===== src/rtl/uart_pkg.sv =====
// Shared UART definitions: default framing constants, FSM state codes and
// a small width helper used by the receiver and the future transmitter.
package uart_pkg;

  localparam int UART_DATA_BITS     = 8;
  localparam int UART_OVERSAMPLE    = 16;
  localparam int UART_CLKS_PER_TICK = 27;

  typedef logic [1:0] uart_state_t;

  localparam logic [1:0] ST_IDLE  = 2'd0;
  localparam logic [1:0] ST_START = 2'd1;
  localparam logic [1:0] ST_DATA  = 2'd2;
  localparam logic [1:0] ST_STOP  = 2'd3;

  // Counter width for a range of n values; never narrower than one bit so a
  // degenerate range of 1 still yields a legal vector.
  function automatic int clog2_min1(input int n);
    return (n > 1) ? $clog2(n) : 1;
  endfunction

endpackage


===== src/rtl/uart_baud_tick.sv =====
// Oversample tick generator: one-clk pulse every CLKS_PER_TICK clocks.
// A clear realigns the phase so the first tick lands a full tick period
// after the clear.
module uart_baud_tick
  import uart_pkg::*;
#(
  parameter int CLKS_PER_TICK = UART_CLKS_PER_TICK
) (
  input  logic clk,
  input  logic reset,
  input  logic clear,
  output logic tick
);

  localparam int            CW   = clog2_min1(CLKS_PER_TICK);
  localparam logic [CW-1:0] LAST = CW'(CLKS_PER_TICK - 1);

  logic [CW-1:0] cnt;

  // Free-running divider counter, wrapping at LAST, restarted by clear.
  always_ff @(posedge clk) begin
    if (reset || clear) begin
      cnt <= '0;
    end else if (cnt == LAST) begin
      cnt <= '0;
    end else begin
      cnt <= cnt + CW'(1);
    end
  end

  assign tick = (cnt == LAST) && !clear;

endmodule


===== src/rtl/uart_rx.sv =====
// UART receiver: synchronises the serial line, detects the start edge,
// samples each bit at its centre using an oversample tick and presents the
// assembled word with a one-clk valid or frame-error strobe.
module uart_rx
  import uart_pkg::*;
#(
  parameter int DATA_BITS     = UART_DATA_BITS,
  parameter int OVERSAMPLE    = UART_OVERSAMPLE,
  parameter int CLKS_PER_TICK = UART_CLKS_PER_TICK
) (
  input  logic                 clk,
  input  logic                 reset,
  input  logic                 rx,
  output logic [DATA_BITS-1:0] data_out,
  output logic                 data_valid,
  output logic                 frame_error,
  output logic                 busy
);

  localparam int            TW     = clog2_min1(OVERSAMPLE);
  localparam int            BW     = clog2_min1(DATA_BITS);
  localparam logic [TW-1:0] T_HALF = TW'(OVERSAMPLE / 2 - 1);
  localparam logic [TW-1:0] T_LAST = TW'(OVERSAMPLE - 1);
  localparam logic [BW-1:0] B_LAST = BW'(DATA_BITS - 1);

  logic                 rx_sync_p0;
  logic                 rx_sync_p1;
  logic                 rx_prev_p2;
  logic                 rx_s;
  logic                 start_edge;
  logic                 tick;
  logic                 tick_clear;
  uart_state_t          state;
  logic [TW-1:0]        tcnt;
  logic [BW-1:0]        bcnt;
  logic [DATA_BITS-1:0] shreg;
  logic                 bit_centre;

  // Two-flop synchroniser plus previous-sample flop for edge detection.
  // All three idle high so reset never manufactures a falling edge.
  always_ff @(posedge clk) begin
    if (reset) begin
      rx_sync_p0 <= 1'b1;
      rx_sync_p1 <= 1'b1;
      rx_prev_p2 <= 1'b1;
    end else begin
      // stage p0 -> p1: metastability settling
      rx_sync_p0 <= rx;
      rx_sync_p1 <= rx_sync_p0;
      // stage p1 -> p2: history for falling-edge detect
      rx_prev_p2 <= rx_sync_p1;
    end
  end

  assign rx_s       = rx_sync_p1;
  assign start_edge = rx_prev_p2 && !rx_s;
  assign tick_clear = (state == ST_IDLE) && start_edge;
  assign bit_centre = tick && (tcnt == T_LAST);

  uart_baud_tick #(
    .CLKS_PER_TICK (CLKS_PER_TICK)
  ) u_tick (
    .clk   (clk),
    .reset (reset),
    .clear (tick_clear),
    .tick  (tick)
  );

  // Receive FSM: start-bit qualification, data bit counting, stop check and
  // the output strobes.
  always_ff @(posedge clk) begin
    if (reset) begin
      state       <= ST_IDLE;
      busy        <= 1'b0;
      data_valid  <= 1'b0;
      frame_error <= 1'b0;
      data_out    <= '0;
      tcnt        <= '0;
      bcnt        <= '0;
    end else begin
      data_valid  <= 1'b0;
      frame_error <= 1'b0;
      case (state)
        ST_IDLE: begin
          if (start_edge) begin
            state <= ST_START;
            busy  <= 1'b1;
            tcnt  <= '0;
          end
        end
        ST_START: begin
          if (tick) begin
            if (tcnt == T_HALF) begin
              // Middle of the start bit: a high line means a glitch.
              if (rx_s) begin
                state <= ST_IDLE;
                busy  <= 1'b0;
              end else begin
                state <= ST_DATA;
                tcnt  <= '0;
                bcnt  <= '0;
              end
            end else begin
              tcnt <= tcnt + TW'(1);
            end
          end
        end
        ST_DATA: begin
          if (bit_centre) begin
            tcnt <= '0;
            if (bcnt == B_LAST) begin
              state <= ST_STOP;
            end else begin
              bcnt <= bcnt + BW'(1);
            end
          end else if (tick) begin
            tcnt <= tcnt + TW'(1);
          end
        end
        ST_STOP: begin
          if (bit_centre) begin
            if (rx_s) begin
              data_out   <= shreg;
              data_valid <= 1'b1;
            end else begin
              frame_error <= 1'b1;
            end
            state <= ST_IDLE;
            busy  <= 1'b0;
            tcnt  <= '0;
          end else if (tick) begin
            tcnt <= tcnt + TW'(1);
          end
        end
        default: begin
          state <= ST_IDLE;
          busy  <= 1'b0;
        end
      endcase
    end
  end

  // Data shift register, LSB first: each centre sample enters at the MSB.
  always_ff @(posedge clk) begin
    if ((state == ST_DATA) && bit_centre) begin
      shreg <= {rx_s, shreg[DATA_BITS-1:1]};
    end
  end

endmodule


===== config.mk =====
export PLATFORM = sky130hd
export DESIGN_NAME = uart_rx
export DESIGN_NICKNAME = d
export VERILOG_FILES = /design/src/rtl/uart_pkg.sv /design/src/rtl/uart_baud_tick.sv /design/src/rtl/uart_rx.sv
export SDC_FILE = /design/constraint.sdc
export NUM_CORES = 1
export LEC_CHECK = 0
export CAP_MARGIN = 20
export CORE_UTILIZATION = 35
export DETAILED_ROUTE_END_ITERATION = 8
export HOLD_SLACK_MARGIN = 0.15
export PLACE_DENSITY_LB_ADDON = 0.08
export SLEW_MARGIN = 10
export SYNTH_ARGS = -nofsm -noshare
export SYNTH_HDL_FRONTEND = slang
export SYNTH_SLANG_ARGS = --single-unit

===== constraint.sdc =====
create_clock -name clk -period 1.9 [get_ports clk]
set_input_delay 0.38 -clock clk [delete_from_list [all_inputs] [get_ports clk]]
set_output_delay 0.38 -clock clk [all_outputs]
set_load 0.02 [all_outputs]

==> flow_summary.toml, run 1 <==
[die]
die_x_um = 69.7
ioPinCount = 14
std_cell_rows = 24
coreArea_mm2 = 0.00438
initial_core_util = 0.366
die_height_um = 69.7
die_area_mm2 = 0.00486

[timing]
slew_headroom = 0.796
max_freq_mhz = 534
setup_viol = 0
rsz0062_at_grt = "true"
fin_crit_sh = 0.986
setup_slack_ns = 0.0258
tightest_slew_ns = 0.303
fin_skew_ns = 0.00608
period_needed_ns = 1.87
drv_slew = 0
hold_viol_final = 0

[grt]
grt_max_degree = 13
grt_pass1_wl_um = 5440
overflow = 0
antenna_found_initial = 0
grt.total_usage = 0.143
grt_pass1_vias = 1167

[synth]
synthesis.instances = 152
ys_ff_latch = 36
ys_seq_area_frac = 0.499
ys.warnings.count = 0
asyncSetResetFlopFracSynth = 0
synth_edf_count = 8
syn_area_per_cell_um2 = 10.6
syn_area_mm2 = 0.00161
synthesis.nets = 164
synth_cell_types = 44
synthFlopType = "dfxtp_1"

[clock_network]
clkSlewWorstSetupHoldPaths_ns = 0.07
h-tree-depth = 2
clk_latency_ns = 0.29
cts_buffers = 5
cts_root_buf = "clkbuf_8"
cts_hold_buffers = 0
clk_path_buf_depth = 2
cts.sinks = 36
tritoncts = "yes"

[place]
dpl_cell_area_mm2 = 0.00192
dpl.hpwl_um = 2350
port-buffer-count = 13
dp.cells = 227
place_congestion = 0.930
dp_worst_setup_slack_ns = 0.0112

[route]
num_vias = 1196
wl_per_cell_um = 13.8
via_per_inst = 4.96
first_iter_violations = 40
totalWireLength_um = 3330
drt_pass1_iterations = 4
drc = 0
antenna_left = 0

[run_status]
outcome = "finished, final reports clean"

[worst_setup_path]
arrival_ns = 2.05
required_ns = 2.07
reg2reg_depth = 7
crit_path_end = "tcnt[3]"
cp-end-kind = "register"
crit_path_start_kind = "register"
r2r_start = "state[0]"
r2r_end = "tcnt[3]"
regToRegSetupSlack_ns = 0.03
cp_max_fo = 5
critPathKind = "reg2reg"
startpoint = "state[0]"

[finish]
nFillCells = 403
fin_nets = 200
area_growth_pct = 35.6
utilization = 0.497
drive_gt1_frac = 0.312
finalInstanceArea_mm2 = 0.00218
final_cells = 241
diodes = 0

[power_and_ir_drop]
power_per_cell_area_mw_per_mm2 = 799
peakVddDrop_mv = 0.376
finalPower_mw = 1.74
p_leak_nw = 0.815

[min_path]
worstHoldPathType = "reg2reg"
whs_path_depth = 1

[flow_run]
cap_violations = 0
-- kinds of logic after synthesis --
| group | synth area share |
|---|---|
| AND/OR/NAND/NOR | 0.218 |
| AO/OA/AOI/OAI | 0.111 |
| flip-flops | 0.499 |
| buffers and inverters | 0.0288 |
| adder cells (fa/ha/maj) | 0.0701 |
| multiplexers | 0.0561 |
| XOR/XNOR | 0.0164 |
-- critical path, stage by stage, from the launching register on --
cell and delay (ns):
dfxtp_4 0.39, inv_4 0.04, ha_4 0.15, and3b_4 0.21, or3_4 0.40, o221a_4 0.30, a32oi_2 0.18, o41ai_2 0.09
-- cells in the mapped netlist (2+ instances only) --
library cell  count  share of area
or2_1             2         0.0078
a211oi_1          2         0.0094
nand3_1           8          0.025
and3_1            2         0.0078
nor3_1            5          0.016
xor2_1            2          0.011
edfxtp_1          8           0.15
ha_1              9          0.070
nor4_1            2         0.0078
a21oi_1           4          0.012
or2_2             2         0.0078
nand2_1           9          0.021
inv_1             5          0.012
nand2b_1          4          0.016
dfxtp_1          28           0.35
o21a_1            3          0.014
a31o_2            2          0.011
mux2i_1           9          0.056
nor2_1           18          0.042
clkbuf_1          2         0.0047
o21ai_0           3         0.0094
-- layout make-up --
cell class / instances / area [um2] / area share
multi-input combinational: 106 / 853 / 0.392
sequential: 36 / 810 / 0.372
timing repair buffer: 34 / 317 / 0.145
clock buffer: 5 / 68.8 / 0.0316
tap: 52 / 65.1 / 0.0299
clock inverter: 3 / 42.5 / 0.0195
inverter: 5 / 21.3 / 0.00977
-- per-stage QoR --
| step | setup TNS, ns | hold slack (ns) |
|---|---|---|
| global route | -0.0863 | 0.438 |
| CTS | 0 | 0.416 |
| finish | 0 | 0.411 |
| detailed placement | 0 | 0.397 |
| floorplan | 0 | 0.389 |
| global placement | 0 | 0.391 |
-- where the power goes --
group          internal [mW]  switching, mW  leakage (nW)
logic                  0.120          0.126         0.460
registers              0.800         0.0201         0.301
clock network          0.388          0.285        0.0541
-- flip-flops by register name, summed over array words and instances (netlist names), named ones only --
register,count
rx_prev_p2,1
data_out,8
bcnt,3
busy,1
state,1
rx_s,1
rx_sync_p0,1
tcnt,4
shreg,8
frame_error,1
u_tick.cnt,5
data_valid,1
-- worst min-delay path by stage --
stage / start / end / slack (ns)
floorplan: rx_sync_p0 / rx_s / 0.39
global placement: rx_sync_p0 / rx_s / 0.39
detailed placement: rx_sync_p0 / rx_s / 0.40
CTS: rx_sync_p0 / rx_s / 0.42
global route: rx_sync_p0 / rx_s / 0.44
finish: rx_sync_p0 / rx_s / 0.41
-- metal layers --
metal / global-route usage / up-vias / share of wire
met1: 0.175 / 561 / 0.48
li1: - / 615 / -
met2: 0.242 / 15 / 0.48
met4: 0.0467 / 0 / 0.014
met3: 0.0407 / 5 / 0.022
met5: 0 / - / 0
-- placed cells by master (no fill, tap or decap), drive strengths merged, types with 5 or more instances in the layout --
cell type,synthesis,layout
nor3,6,6
a21oi,5,5
clkbuf,2,5
nand2,9,9
nand3,8,8
clkdlybuf4s50,0,13
buf,3,21
edfxtp,8,8
inv,5,5
mux2i,9,9
ha,9,9
nor2,18,18
dfxtp,28,28
-- timing repair --
| action | in CTS | in global routing |
|---|---|---|
| pin swaps | 2 | 5 |
| endpoints found under the setup margin | 1 | 17 |
| buffers inserted | 0 | 6 |
| resized for setup | 1 | 21 |
Note: power is estimated with default switching activity, not from simulation.
==> run 2, diff against run 1 <==
CORE_MARGIN = 2   (was default)
==> flow_summary.toml, run 2 (synthesis gave the netlist of run 1 again) <==
[worst_setup_path]
cp_max_fo = 5
r2r_end = "tcnt[3]"
startpoint = "state[0]"
reg2reg_depth = 7
crit_path_end = "tcnt[3]"
arrival_ns = 2.00
r2r_start = "state[0]"
crit_path_start_kind = "register"
required_ns = 2.07
regToRegSetupSlack_ns = 0.06
critPathKind = "reg2reg"
cp-end-kind = "register"

[timing]
setup_viol = 0
tns_ns = 0
fin_skew_ns = 0.00497
fin_crit_sh = 0.967
hold_viol_final = 0
tightest_slew_ns = 0.356
slew_headroom = 0.761
rsz0062_at_grt = "true"
drv_slew = 0
max_freq_mhz = 544
period_needed_ns = 1.84

[route]
num_vias = 1212
drt_pass1_iterations = 4
drc = 0
first_iter_violations = 36
totalWireLength_um = 3340
wl_per_cell_um = 14.1
via_per_inst = 5.09
antenna_left = 0

[finish]
diodes = 0
ff_latch_area_um2 = 810
area_growth_pct = 37.4
drive_gt1_frac = 0.317
fin_nets = 197
utilization = 0.503
multi_input_area_um2 = 861
mostFrequentLayoutCell = "dfxtp_1"
final_cell_mix = "23 x dfxtp_1, 18 x nor2_1, 16 x buf_4"
top_regs = "data_out x8, shreg x8, u_tick.cnt x5"
nFillCells = 402

[flow_run]
cap_violations = 0

[place]
port-buffer-count = 13
dpl.hpwl_um = 2390
place_congestion = 0.866

[grt]
grt_pass1_wl_um = 5710
overflow = 0
grt_pass1_vias = 1231
grt.total_usage = 0.143
grt_max_degree = 16
antenna_found_initial = 0

[die]
initial_core_util = 0.366
coreArea_mm2 = 0.00438
die_height_um = 71.7
std_cell_rows = 24
die_area_mm2 = 0.00514
ioPinCount = 14
die_x_um = 71.7

[clock_network]
cts_hold_buffers = 0
cts_root_buf = "clkbuf_8"
clk_latency_ns = 0.28
cts_buffers = 5
cts.sinks = 36
tritoncts = "yes"
clk_path_buf_depth = 2
h-tree-depth = 2
clkSlewWorstSetupHoldPaths_ns = 0.07

[power_and_ir_drop]
p_switching_mw = 0.424
switching_share = 0.211
combPwrFrac = 0.134
p_int_mw = 1.59
peakVddDrop_mv = 0.502
p_leak_nw = 0.837
power_per_cell_area_mw_per_mm2 = 913
power_frac_seq = 0.408
pwr-share-clk = 0.458
finalPower_mw = 2.01

[min_path]
worstHoldPathType = "reg2reg"

[run_status]
outcome = "finished, final reports clean"
-- run 2: changes by cell type in the layout (fill, tap and decap cells not counted), sizes merged --
cell and change:
buf -3, clkinvlp -1, clkinv -1, bufinv +2
-- run 2: layer usage --
metal | share of wire | vias to the layer above | track usage
met5 | 0 | - | 0
met4 | 0.023 | 0 | 0.0608
met3 | 0.045 | 8 | 0.0492
met2 | 0.47 | 25 | 0.223
met1 | 0.46 | 575 | 0.180
li1 | - | 604 | -
-- run 2: through the flow --
step / setup slack, ns / area (um2) / instances / hold WS, ns
6_report: 0.0623 / 2210 / 238 / 0.414
5_1_grt: -0.00639 / 2210 / 238 / 0.444
4_1_cts: 0.00517 / 2070 / 234 / 0.417
3_5_place_dp: -0.000689 / 1910 / 226 / 0.400
3_3_place_gp: 0.0700 / 1910 / 226 / 0.393
2_1_floorplan: 0.0171 / 1610 / 152 / 0.389
-- run 2: final cells by class --
class | count | share of cell area
clock buffer | 5 | 0.0312
clock inverter | 3 | 0.0408
inverter | 5 | 0.00964
multi-input combinational | 106 | 0.390
sequential | 36 | 0.367
tap | 52 | 0.0295
timing repair buffer | 31 | 0.132
-- run 2: worst min path at each step --
| stage | depth (start not counted) | start | to |
|---|---|---|---|
| 4_1_cts | 1 | rx_sync_p0 | rx_s |
| 5_1_grt | 1 | rx_sync_p0 | rx_s |
| 3_3_place_gp | 1 | rx_sync_p0 | rx_s |
| 3_5_place_dp | 1 | rx_sync_p0 | rx_s |
| 2_1_floorplan | 1 | rx_sync_p0 | rx_s |
| 6_report | 1 | rx_sync_p0 | rx_s |
-- run 2: worst max-delay path: stages, from the launching register on --
cell	delay, ns
dfxtp_4	0.39
inv_4	0.05
ha_4	0.15
and3b_4	0.20
or3_4	0.39
o221a_4	0.29
a32oi_2	0.16
o41ai_2	0.09
-- run 2: power groups by stage --
stage / logic [mW] / clock network, mW / registers [mW]
after global placement: 0.216 / 0 / 0.830
after detailed placement: 0.219 / 0 / 0.832
final: 0.269 / 0.922 / 0.822
after global routing: 0.298 / 0.988 / 0.824
after floorplan: 0.143 / 0 / 0.835
after CTS: 0.219 / 0.949 / 0.816
-- run 2: timing repair --
item	CTS	global route
resized for setup	1	22
setup buffers	0	4
endpoints found under the setup margin	1	9
pin swaps	2	3
==> run 3, diff against run 2 <==
GPL_TIMING_DRIVEN = 0   (was default)
==> flow_summary.toml, run 3 (synthesis gave the netlist of run 1 again) <==
[die]
die_area_mm2 = 0.00514
die_height_um = 71.7
coreArea_mm2 = 0.00438
die_x_um = 71.7
initial_core_util = 0.366
ioPinCount = 14
std_cell_rows = 24

[grt]
grt.total_usage = 0.148
grt_pass1_vias = 1216
antenna_found_initial = 0
overflow = 0
grt_pass1_wl_um = 5810
grt_max_degree = 12

[power_and_ir_drop]
switching_share = 0.263
p_int_mw = 1.19
p_switching_mw = 0.424
p_leak_nw = 0.793
power_frac_seq = 0.504
power_per_cell_area_mw_per_mm2 = 750
combPwrFrac = 0.176
peakVddDrop_mv = 0.450
pwr-share-clk = 0.320
finalPower_mw = 1.61

[route]
num_vias = 1224
wl_per_cell_um = 14.4
drc = 0
first_iter_violations = 41
totalWireLength_um = 3450
via_per_inst = 5.12
drt_pass1_iterations = 4
antenna_left = 0

[timing]
slew_headroom = 0.643
period_needed_ns = 1.91
drv_slew = 0
tightest_slew_ns = 0.535
hold_viol_final = 0
rsz0062_at_grt = "true"
max_freq_mhz = 522
fin_skew_ns = 0.00169
setup_viol = 1
setup_slack_ns = -0.0145
tns_ns = -0.0145
fin_crit_sh = 1.01

[run_status]
outcome = "finished, violations left"
violations = "negative setup slack"

[worst_setup_path]
cp_max_fo = 4
crit_path_start_kind = "register"
required_ns = 2.05
critPathKind = "reg2reg"
arrival_ns = 2.07
cp-end-kind = "register"

[place]
port-buffer-count = 13
dpl_cell_area_mm2 = 0.00181
dp_worst_setup_slack_ns = -0.184
place_congestion = 0.813
dpl.hpwl_um = 2200

[finish]
utilization = 0.490
final_cell_mix = "22 x dfxtp_1, 18 x nor2_1, 14 x buf_4"
mostFrequentLayoutCell = "dfxtp_1"
fin_nets = 198
drive_gt1_frac = 0.326
finalInstanceArea_mm2 = 0.00215
nFillCells = 407
top_regs = "data_out x8, shreg x8, u_tick.cnt x5"
diodes = 0
area_growth_pct = 33.9

[clock_network]
clk_latency_ns = 0.28
clkSlewWorstSetupHoldPaths_ns = 0.07
cts_buffers = 5
h-tree-depth = 2
cts.sinks = 36
tritoncts = "yes"
clk_path_buf_depth = 2
cts_root_buf = "clkbuf_8"

[min_path]
worstHoldPathType = "reg2reg"

[flow_run]
cap_violations = 0
## run 3: power by group through the flow
stage	sequential, mW	combinational, mW	clock, mW
after floorplan	0.835	0.143	0
after global placement	0.832	0.193	0
after detailed placement	0.833	0.195	0
after CTS	0.813	0.230	0.536
after global routing	0.816	0.310	0.571
final	0.813	0.284	0.516
## run 3: through the flow
step	cells	hold slack [ns]
floorplan	152	0.389
global placement	217	0.393
detailed placement	217	0.396
CTS	230	0.413
global route	239	0.427
finish	239	0.412
## run 3: area by class of cell
class	count	area [um2]	share of cell area
sequential	36	816	0.380
inverter	5	21.3	0.00990
multi-input combinational	106	882	0.410
clock inverter	2	11.3	0.00524
timing repair buffer	29	267	0.124
tap	52	65.1	0.0303
buffer	3	15.0	0.00698
clock buffer	6	72.6	0.0338
## run 3: what timing repair did
action / 4_1_cts / 5_1_grt
resized for setup: 14 / 21
setup endpoints to repair: 14 / 17
buffers inserted: 6 / 10
hold buffers: 0 / 0
pin swaps: 7 / 7
## run 3: layer usage
metal,vias to the layer above,part of all wire,global-route usage
met5,-,0,0
met4,0,0.018,0.0608
met3,6,0.046,0.0478
met2,35,0.49,0.236
met1,571,0.45,0.184
li1,612,-,-
## run 3: critical path: stages, from the launching register on
cell	delay, ns
dfxtp_4	0.37
inv_4	0.04
ha_4	0.15
and3b_4	0.20
or3_4	0.39
o221a_4	0.32
a32oi_2	0.20
o41ai_2	0.10
## run 3: worst paths after layout
| path | startpoint | to | slack [ns] | cells after the start |
|---|---|---|---|---|
| setup / recovery | register | tcnt[3] | -0.01 | 7 |
| hold / removal | rx_sync_p0 | rx_s | 0.41 | 1 |
| setup reg to reg | register | tcnt[3] | -0.01 | 7 |
| hold reg to reg | rx_sync_p0 | rx_s | 0.41 | 1 |
